$ cat config.mk
export PLATFORM = sky130hd
export DESIGN_NAME = io_timer
export DESIGN_NICKNAME = d
export VERILOG_FILES = /design/src/rtl/io_timer_pkg.sv /design/src/rtl/io_timer_prescaler.sv /design/src/rtl/io_timer.sv
export SDC_FILE = /design/constraint.sdc
export NUM_CORES = 1
export LEC_CHECK = 0
export ABC_CLOCK_PERIOD_IN_PS = 1600
export CAP_MARGIN = 20
export CORE_UTILIZATION = 46
export DETAILED_ROUTE_END_ITERATION = 12
export GPL_TIMING_DRIVEN = 1
export PLACE_DENSITY = 0.82
export SYNTH_ARGS = -nofsm -noshare
export SYNTH_HDL_FRONTEND = slang
export SYNTH_HIERARCHICAL = 1
export SYNTH_SLANG_ARGS = --single-unit
$ cat constraint.sdc
create_clock -name clk -period 1.6 [get_ports clk]
set_clock_uncertainty 0.05 [all_clocks]
set_input_delay 0.32 -clock clk [delete_from_list [all_inputs] [get_ports clk]]
set_output_delay 0.32 -clock clk [all_outputs]
set_load 0.03 [all_outputs]
$ cat src/rtl/io_timer_pkg.sv
// io_timer_pkg: shared constants for the IO-mapped compare timer.
//   - register offsets inside the 4-byte window
//   - CTRL / STATUS bit positions
//   - reset value of the compare register
package io_timer_pkg;

  // Register offsets (address[1:0])
  localparam logic [1:0] OFF_CTRL   = 2'd0;
  localparam logic [1:0] OFF_STATUS = 2'd1;
  localparam logic [1:0] OFF_COUNT  = 2'd2;
  localparam logic [1:0] OFF_CMP    = 2'd3;

  // CTRL bit indices
  localparam int CTRL_EN           = 0;
  localparam int CTRL_CLR_ON_MATCH = 1;
  localparam int CTRL_IE           = 2;
  localparam int CTRL_PSEL_LSB     = 3;
  localparam int CTRL_PSEL_MSB     = 5;
  localparam int CTRL_W            = 6;  // bits 7:6 are not stored and read 0

  // STATUS bit indices
  localparam int STAT_FLAG = 0;
  localparam int STAT_IRQ  = 1;

  // Reset value of CMP
  localparam logic [7:0] CMP_RST = 8'hFF;

endpackage

$ cat src/rtl/io_timer_prescaler.sv
// io_timer_prescaler: 7-bit free-running prescaler producing a 1-cycle tick
// every 2^psel enabled cycles.
//   clk    in  system clock
//   reset  in  synchronous active-low reset
//   en     in  count enable; prescaler held at 0 while low
//   clr    in  restart the prescale period (CPU write to COUNT or CTRL)
//   psel   in  divide select, ratio = 2^psel
//   tick   out advance COUNT this cycle
module io_timer_prescaler
  import io_timer_pkg::*;
(
  input  logic       clk,
  input  logic       reset,
  input  logic       en,
  input  logic       clr,
  input  logic [2:0] psel,
  output logic       tick
);

  logic [6:0] pre_q;
  logic [6:0] pre_d;
  logic [6:0] mask;

  // mask = (1 << psel) - 1, built without a wider intermediate
  always_comb begin
    mask = ~(7'h7F << psel);
    tick = en & ((pre_q & mask) == mask);
    if (!en || clr) begin
      pre_d = 7'd0;
    end else begin
      pre_d = pre_q + 7'd1;
    end
  end

  always_ff @(posedge clk) begin
    if (!reset) begin
      pre_q <= 7'd0;
    end else begin
      pre_q <= pre_d;
    end
  end

endmodule

$ cat src/rtl/io_timer.sv
// io_timer: 8-bit compare timer on the CPU IO bus (4 registers at BASE_ADDR).
//   clk            in  system clock
//   reset          in  synchronous active-low reset
//   address        in  CPU IO address (window decode on [15:2], offset [1:0])
//   data_in        in  CPU write data
//   data_out       out registered read data, 0 when not selected
//   write_en       in  CPU write strobe
//   read_en        in  CPU read strobe
//   interrupt      out level IRQ = FLAG & IE
//   interrupt_clr  in  CPU acknowledge, clears FLAG
//   match_out      out toggles on every compare match
// Bus handshake: a strobe is accepted at every clk edge where it is high and
// the address is selected; there is no back-pressure. Read data is valid on
// data_out exactly one cycle after read_en and reflects pre-edge state.
module io_timer
  import io_timer_pkg::*;
#(
  parameter logic [15:0] BASE_ADDR = 16'h1010
) (
  input  logic        clk,
  input  logic        reset,
  input  logic [15:0] address,
  input  logic [7:0]  data_in,
  output logic [7:0]  data_out,
  input  logic        write_en,
  input  logic        read_en,
  output logic        interrupt,
  input  logic        interrupt_clr,
  output logic        match_out
);

  logic [CTRL_W-1:0] ctrl_q,  ctrl_d;
  logic              flag_q,  flag_d;
  logic [7:0]        count_q, count_d;
  logic [7:0]        cmp_q,   cmp_d;
  logic              match_q, match_d;
  logic [7:0]        rdata_q, rdata_d;

  logic       sel;
  logic [1:0] off;
  logic       wr_ctrl, wr_status, wr_count, wr_cmp;
  logic       tick;
  logic       tick_eff;
  logic [7:0] rdata;

  assign sel       = (address[15:2] == BASE_ADDR[15:2]);
  assign off       = address[1:0];
  assign wr_ctrl   = write_en & sel & (off == OFF_CTRL);
  assign wr_status = write_en & sel & (off == OFF_STATUS);
  assign wr_count  = write_en & sel & (off == OFF_COUNT);
  assign wr_cmp    = write_en & sel & (off == OFF_CMP);

  io_timer_prescaler u_prescaler (
    .clk   (clk),
    .reset (reset),
    .en    (ctrl_q[CTRL_EN]),
    .clr   (wr_ctrl | wr_count),
    .psel  (ctrl_q[CTRL_PSEL_MSB:CTRL_PSEL_LSB]),
    .tick  (tick)
  );

  // A CPU write to COUNT overrides the tick entirely: no increment, no match.
  assign tick_eff = tick & ~wr_count;

  always_comb begin
    case (off)
      OFF_CTRL:   rdata = {{(8-CTRL_W){1'b0}}, ctrl_q};
      OFF_STATUS: rdata = {6'd0, interrupt, flag_q};
      OFF_COUNT:  rdata = count_q;
      default:    rdata = cmp_q;
    endcase
  end

  always_comb begin
    ctrl_d  = ctrl_q;
    flag_d  = flag_q;
    count_d = count_q;
    cmp_d   = cmp_q;
    match_d = match_q;
    rdata_d = (read_en & sel) ? rdata : 8'h00;

    if (wr_ctrl) ctrl_d = data_in[CTRL_W-1:0];
    if (wr_cmp)  cmp_d  = data_in;

    // Clears first so a same-cycle match set below wins.
    if (interrupt_clr || (wr_status && data_in[STAT_FLAG])) flag_d = 1'b0;

    if (tick_eff) begin
      // Compare uses the pre-edge CMP, so a same-cycle CMP write lands next tick.
      if (count_q == cmp_q) begin
        count_d = ctrl_q[CTRL_CLR_ON_MATCH] ? 8'h00 : count_q + 8'd1;
        flag_d  = 1'b1;
        match_d = ~match_q;
      end else begin
        count_d = count_q + 8'd1;
      end
    end

    if (wr_count) count_d = data_in;
  end

  always_ff @(posedge clk) begin
    if (!reset) begin
      ctrl_q  <= '0;
      flag_q  <= 1'b0;
      count_q <= 8'h00;
      cmp_q   <= CMP_RST;
      match_q <= 1'b0;
      rdata_q <= 8'h00;
    end else begin
      ctrl_q  <= ctrl_d;
      flag_q  <= flag_d;
      count_q <= count_d;
      cmp_q   <= cmp_d;
      match_q <= match_d;
      rdata_q <= rdata_d;
    end
  end

  assign data_out  = rdata_q;
  assign match_out = match_q;
  assign interrupt = flag_q & ctrl_q[CTRL_IE];

endmodule

Yosys cells after proc, flatten, opt, wreduce, memory -nomap -nowiden
Index checks and enable logic that the tools add are counted.
- input port bits: 29
- register bits: 39
- output and inout bits: 10
- bits in latches: 0
- memories kept: 0
- bits in writable memories: 0
- bits in read-only memories: 0
- multiplexer cells: 8
- reductions and logical operators: 9
- bitwise logic cells: 15
- shift operators: 1
- div/mod/pow operators: 0
- add/subtract/negate cells: 2
- magnitude comparators: 0
- multipliers: 0
- equal/unequal tests: 6
- operators with widths (kind ; number):
    two-way mux 8 bit ; 4
    case mux 8 bit (3 select lines) ; 1
    equality test 14 x 11 -> 1 bit, second input constant ; 1
    AND 1 bit ; 9
    adder 8 x 1 -> 8 bit, second input constant ; 1
    equality test 8 bit ; 1
    adder 7 x 1 -> 7 bit, second input constant ; 1
    AND 7 bit ; 1
    equality test 7 bit ; 1
    NOT 7 bit ; 1
    << shifter 7 x 3 -> 7 bit, first input constant ; 1
    equality test 2 bit, second input constant ; 2
    AND reduction 2 bit ; 2
    two-way mux 1 bit ; 3
    NOT 1 bit ; 3
    equality test 2 x 1 -> 1 bit, second input constant ; 1
    logical NOT 2 bit ; 1
    logical OR 1 bit ; 2
    nonzero test 2 bit ; 1
    OR reduction 2 bit ; 1
    logical AND 1 bit ; 1
    logical NOT 1 bit ; 1
    bitwise OR 1 bit ; 1

Depth between registers and ports, before layout
- word-level depth: 8
- mapped depth: 8

Hierarchy
The synthesis kept the hierarchy.
- by module, submodules not included (module ; area an instance (µm²) ; instances ; cells an instance ; seq. area each (µm²)):
    io_timer ; 1707.9 ; 1 ; 176 ; 640.6
    io_timer_prescaler ; 322.8 ; 1 ; 38 ; 140.1

Worst setup path before layout
No wires, ideal clock.
- kind: register to register
- from: register u_prescaler.pre_q[2]
- to: register count_q[3]
- path buffers: 1
- stages on the path, launching flop included: 8
- data arrival time: 1.667 ns
- data required time: 1.491 ns
- period minus slack after synthesis: 1.776 ns
- slack: -0.176 ns
- cell sequence: dfxtp_1 > o21ai_0 > a21o_1 > a221oi_2 > clkbuf_1 > o31ai_2 > o211ai_1 > o211a_1
- longest elaborated chain between the ends: 5
- RTL lines (what ; RTL line ; RTL):
    from (decl) ; io_timer_prescaler.sv:20 ; logic [6:0] pre_q;
    from (signal assigned) ; io_timer_prescaler.sv:39 ; pre_q <= pre_d;
    AND 7 bit ; io_timer_prescaler.sv:27 ; tick = en & ((pre_q & mask) == mask);
    equality test 7 bit ; io_timer_prescaler.sv:27 ;
    AND 1 bit ; io_timer_prescaler.sv:27 ;
    via tick ; io_timer.sv:42 ; logic tick;
    AND 1 bit ; io_timer.sv:63 ; assign tick_eff = tick & ~wr_count;
    nonzero test 2 bit (no line) ; -- ;
    to (signal assigned) ; io_timer.sv:113 ; count_q <= count_d;
    to (decl) ; io_timer.sv:34 ; logic [7:0] count_q, count_d;
The timed path passes the listed nets, and every way through them passes these cells.
A chain may end at the register's enable or synchronous reset.

Final worst setup path
- from: register cmp_q[0]
- to: register count_q[5]
- longest elaborated chain between the ends: 4
- RTL lines (what ; RTL line ; RTL):
    from (decl) ; io_timer.sv:35 ; logic [7:0] cmp_q, cmp_d;
    from (signal assigned) ; io_timer.sv:114 ; cmp_q <= cmp_d;
    equality test 8 bit ; io_timer.sv:90 ; if (count_q == cmp_q) begin
    two-way mux 8 bit ; io_timer.sv:90 ;
    two-way mux 8 bit ; io_timer.sv:88 ; if (tick_eff) begin
    two-way mux 8 bit ; io_timer.sv:99 ; if (wr_count) count_d = data_in;
Every way passes these cells. The select of a mux whose other input is x is not followed.

==> metrics <==
YS warnings 6; Crit. End Element flip-flop; CTS tree yes; final hold violations 0; crit path cell chain xnor2_1 > nand4_1 > o31ai_2 > buf_4 > o221ai_1 > o211a_1; total CTS buffers 5; Startpoint Class flip-flop; Final Setup Violations 11; CTS root buffer clkbuf_8; Port Buffers 38; hold_sp match_out$_SDFFE_PN0P_; std cell rows 23; Longest Clk Path Bufs 2; DP HPWL 3550 um; CTS H-tree lvls 2; most frequent cells in the layout buf_4, dfxtp_1, mux2i_1, nor2_1; grt ovf 0; HP Class reg2reg; critical path's slowest cell dfxtp_1; Tmin final 1730 ps; slowest stage delay, CP 330 ps; die width 68.4 um; Seq/Total Area, Yosys 0.384; Total Die Area 4680 um2; commonest non-fill, non-tap cell in the layout buf_4; Post-DRT Antenna Nets 0; crit-path max FO 5; async set-reset flop share out of synthesis 0; vias in the first global route 1,918; RSZ-0062 raised after global routing true; P_sw 426 uW; Seq pwr share 0.484; Clk Latency, worst-skew pair 300 ps; via/cell ratio 5.51; Max Freq 0.579 GHz; sw frac 0.213; Rel. slew slack 0.792; clock sinks 39; Int Pwr 1.57 mW; post-route setup slack -129 ps; global-route wire length before repair 8750 um; I/O pin cnt 39; # diodes 0; Routability Congestion 0.865; drt first pass iters 4; Gate power share 0.088; number of synthesized flops with an enable pin 0; drt first-iter violations 120; initial antenna violation count 0; fraction of layout cells with a size suffix above 1 0.352; reg2reg start cmp_q[0]$_SDFFE_PN1P_; fin nets 334; syn_nets 245; final wirelength 5590 um; ys flop type dfxtp_1; worst ir drop on vdd 0.633 mV; Final Cycle Share 1.08; hold_buf cts 0; CP Data Arrival Time 1870 ps; Die Y 68.4 um; crit path kind reg2reg; hold endpoint match_out$_SDFFE_PN0P_; utilization after layout 0.745; DRC viols 0; failing checks setup timing; Clock Power Share 0.428; maxcap violations 0; Hold Path Stages 2; Reg2Reg Setup Slack -130 ps; Power Density 652 nW/um2; Yosys reg bits 39; fillcell total 286; footprint of the multi-input gates 1260 um2; P&R area growth vs syn 51.0%; initial core utilization 0.493; Vias 1,950; Reg2Reg Depth 6; Reg clk slew, reported paths 80 ps; Pleak 1.31 nW; Worst Tran Pin Value 314 ps; Core ar. 4120 um2; GR Util All Layers 0.259; post-synth cell types 42; Place WS -596 ps; Avg Cell Area, Syn 9.49 um2; WL per Instance 15.8 um; Syn Inst Count 214; largest net degree at the start of global routing 27; Req. time, crit path 1740 ps; register area 788 um2; Final Max Tran Viols 0; crit path buf inv count 1; capturing point of the worst reg2reg path count_q[5]$_SDFFE_PN0P_; cell family with most CP delay compound AO/OA/AOI/OAI gates; Synth Cell Area 2030 um2; status complete, but fails checks
-- cell usage after synthesis (all sizes together) (2+ instances only) --
cell    number  area share
xnor2       15       0.065
a31oi        4       0.012
and3         3      0.0092
buf          5       0.014
o211ai       3       0.011
nand2b       5       0.015
mux4         2       0.022
or3          2      0.0062
nor4b        3       0.028
mux2i       20       0.099
nor4         3       0.017
nand2       17       0.034
ha           2       0.012
a21oi        3      0.0074
o211a        8       0.039
nand3        8       0.022
clkbuf       6       0.011
nor3         2       0.010
o21ai        3      0.0074
dfxtp       39        0.38
xor2         3       0.013
nand4        5       0.015
nor2        19       0.035
inv         11       0.020
nor2b        8       0.025
o221ai       5       0.022
-- stage by stage --
step / instances / instance area [um2] / hold WS [ps] / TNS [ps] / total power, mW
after floorplan: 214 / 2050 / 378 / -279 / 1.05
after global placement: 331 / 2750 / 409 / -15910 / 1.15
after detailed placement: 331 / 2750 / 414 / -18010 / 1.15
after CTS: 349 / 2990 / 427 / -566 / 2.00
after global routing: 354 / 3070 / 457 / -1470 / 2.07
final: 354 / 3070 / 422 / -751 / 2.00
-- worst reg2reg max path, cell delays in order, from the launching register on --
cell and delay (ps):
dfxtp_1 330, xnor2_1 260, nand4_1 220, o31ai_2 310
buf_4 190, o221ai_1 130, o211a_1 150
-- cells by family (layout without fill, tap and decap cells) --
| logic type | after synthesis | in the layout | synth area share |
|---|---|---|---|
| AO/OA/AOI/OAI | 30 | 30 | 0.120 |
| XOR/XNOR | 18 | 18 | 0.0776 |
| adder cells (fa/ha/maj) | 2 | 2 | 0.0123 |
| buffers and inverters | 22 | 112 | 0.0450 |
| flip-flops | 39 | 39 | 0.384 |
| multiplexers | 22 | 22 | 0.121 |
| AND/OR/NAND/NOR | 81 | 81 | 0.240 |
-- layer usage --
metal / GRT usage / up-vias / share of wire
li1: - / 931 / -
met1: 0.303 / 918 / 0.42
met2: 0.425 / 77 / 0.49
met3: 0.0750 / 24 / 0.052
met4: 0.133 / 0 / 0.035
met5: 0 / - / 0
-- final cells by class --
class                      instances  area share
sequential                        39       0.257
clock buffer                       6      0.0269
inverter                          11      0.0135
tap                               50      0.0204
clock inverter                     2      0.0114
multi-input combinational        153       0.412
timing repair buffer              93       0.259
-- sequential cells by signal (all words and copies together), names as in the netlist --
signal / count
count_q: 8
cmp_q: 8
u_prescaler/pre_q: 7
match_out: 1
flag_q: 1
ctrl_q: 6
data_out: 8
-- timing repair --
| item | in CTS | in global routing |
|---|---|---|
| setup buffers | 10 | 5 |
| pin swaps | 21 | 9 |
| endpoints found under the setup margin | 49 | 32 |
| hold endpoints to repair | 0 | 0 |
| resized for setup | 50 | 30 |
-- how the worst max path moves through the flow --
stage	slack (ps)	startpoint	cells after the start	to
final	-130	cmp_q[0]$_SDFFE_PN1P_	6	count_q[5]$_SDFFE_PN0P_
after global routing	-210	u_prescaler/pre_q[0]$_SDFF_PP0_	8	count_q[5]$_SDFFE_PN0P_
after CTS	-90	ctrl_q[4]$_SDFFE_PN0P_	8	count_q[3]$_SDFFE_PN0P_
after detailed placement	-600	address[3]	7	ctrl_q[5]$_SDFFE_PN0P_
after global placement	-480	address[3]	7	ctrl_q[2]$_SDFFE_PN0P_
after floorplan	-20	address[0]	6	count_q[0]$_SDFFE_PN0P_
-- power by group through the flow --
stage / registers [mW] / clock network [mW] / logic (mW)
6_report: 0.968 / 0.855 / 0.175
4_1_cts: 0.969 / 0.868 / 0.159
3_5_place_dp: 0.992 / 0 / 0.157
3_3_place_gp: 0.992 / 0 / 0.155
5_1_grt: 0.968 / 0.918 / 0.184
2_1_floorplan: 0.992 / 0 / 0.0536
Power figures use the tool's default switching activity.
==> patch, RTL diff (config.mk and constraints unchanged) <==
Remove the case item `OFF_CTRL` of the case on `off`.
--- a/src/rtl/io_timer.sv
+++ b/src/rtl/io_timer.sv
@@ -64,7 +64,6 @@
 
   always_comb begin
     case (off)
-      OFF_CTRL:   rdata = {{(8-CTRL_W){1'b0}}, ctrl_q};
       OFF_STATUS: rdata = {6'd0, interrupt, flag_q};
       OFF_COUNT:  rdata = count_q;
       default:    rdata = cmp_q;
Check against the original RTL: not equivalent (Yosys sat finds a counterexample within 4 cycles, from zero or initial values and one cycle with reset low).
==> patch against the unedited design <==
The run still ends with negative setup slack left; design area grew 0.73%; largest power group is now clock; first-iteration DRC count increased by 120%; synthesized area is 5.7% lower; routed wire length up 15%; total power grew 6.2%; worst setup slack got worse by 290 ps; via count up 8.7%; worst hold slack worse by 26 ps; critical endpoint unchanged; sequential cell count unchanged; cell count increased by 3.4%.
==> patch: results (changes against the unedited design) <==
Slowest-stage cell, CP a221oi_2 (was dfxtp_1); fraction of layout cells with a size suffix above 1 0.402 (was 0.352); post-synthesis cell type count 37 (was 42); crit path DAT 2180 ps (was 1870 ps); vias in the first global route 2009 (was 1918); dpl hpwl 3.89 mm (was 3.55 mm); VDD IR max 0.519 mV (was 0.633 mV); hold crit path type input port to flip-flop (was flip-flop to flip-flop); Syn Area/Cell 8.25 sq um (was 9.49 sq um); largest net degree at the start of global routing 27 (unchanged); Layout Nets 350 (was 334); Syn Nets 267 (was 245); first-pass GRT wire length 9.03 mm (was 8.75 mm); ranking of synthesized cells by area dfxtp_1, nand2_1, nand3_1 (was dfxtp_1, mux2i_1, xnor2_1); dpl cell area 0.00272 sq mm (was 0.00275 sq mm); Met3 Routed Length 508 um (was 288 um); Met1 Wirelength 2.39 mm (was 2.34 mm); Placement Setup Slack -842 ps (was -596 ps); final setup fails 38 (was 11); Final Non-Filler Cells 366 (was 354); wire length per cell 17.5 um (was 15.8 um); failing checks negative setup slack (unchanged); critical path's largest stage delay 390 ps (was 330 ps); detailed-route vias per instance 5.79 (was 5.51); outcome finished, violations left (unchanged); most frequent cells after synthesis dfxtp_1, nand2_1, nand3_1 (was dfxtp_1, mux2i_1, nor2_1); crit path max fanout 3 (was 5); DR WL met2 3.24 mm (was 2.76 mm); Slew headroom 0.764 (was 0.792); sequential area share after synthesis 0.408 (was 0.384); CTS tree yes (unchanged); final setup margin -414 ps (was -129 ps); Filler Cell Count 257 (was 286); GPL Wtd Cong 0.886 (was 0.865); DRT iter0 DRCs 267 (was 120)
==> patch: metrics by stage <==
stage               hold WS (ps)  power, W
floorplan                    386   0.00105
global placement             402   0.00115
detailed placement           422   0.00116
CTS                          436   0.00211
global route                 402   0.00217
finish                       395   0.00212
==> patch: power groups by stage <==
| stage | Sequential, W | Combinational (W) | Clock (W) |
|---|---|---|---|
| after global placement | 0.000992 | 0.000162 | 0 |
| after detailed placement | 0.000992 | 0.000164 | 0 |
| after CTS | 0.000970 | 0.000159 | 0.000983 |
| final | 0.000969 | 0.000174 | 0.000978 |
| after floorplan | 0.000992 | 0.0000527 | 0 |
| after global routing | 0.000969 | 0.000185 | 0.00102 |
==> patch: what timing repair did <==
| item | 4_1_cts | 5_1_grt |
|---|---|---|
| gates resized for setup | 72 | 57 |
| gates cloned | 0 | 0 |
| hold buffers | 0 | 0 |
| setup buffers | 2 | 5 |
| pin swaps | 18 | 33 |
| setup endpoints to repair | 49 | 39 |
==> patch: per-layer routing <==
| layer | GRT usage | up-vias |
|---|---|---|
| met5 | 0 | - |
| li1 | - | 979 |
| met4 | 0.146 | 0 |
| met1 | 0.310 | 1007 |
| met3 | 0.0616 | 29 |
| met2 | 0.494 | 105 |
==> patch: worst min-delay path, cell delays in order <==
cell	delay, ps
buf_6	60
or4b_4	120
or4_4	160
a211oi_2	40
==> patch: area by class of cell <==
type,count,area (sq um),area share
sequential,39,787,0.255
clock buffer,6,72.6,0.0235
inverter,7,26.3,0.00851
clock inverter,2,60.1,0.0194
tap,50,62.6,0.0203
timing repair buffer,86,773,0.250
multi-input combinational,176,1310,0.423
==> patch: path summary, 6_finish.rpt <==
path	cells after the start	start	to	slack, ps
min	4	address[6]	data_out[0]	400
max reg2reg	9	ctrl_q[4]	count_q[5]	-410
max	9	ctrl_q[4]	count_q[5]	-410
min reg2reg	2	ctrl_q[0]	ctrl_q[0]	450
==> patch: cell families after synthesis <==
logic type,share of synthesized area
buffers and inverters,0.0359
AOI/OAI and AO/OA,0.150
DFF,0.408
muxes,0.0105
xor gates and xnor gates,0.0778
adders and majority gates,0.0392
and+or+nand+nor,0.278
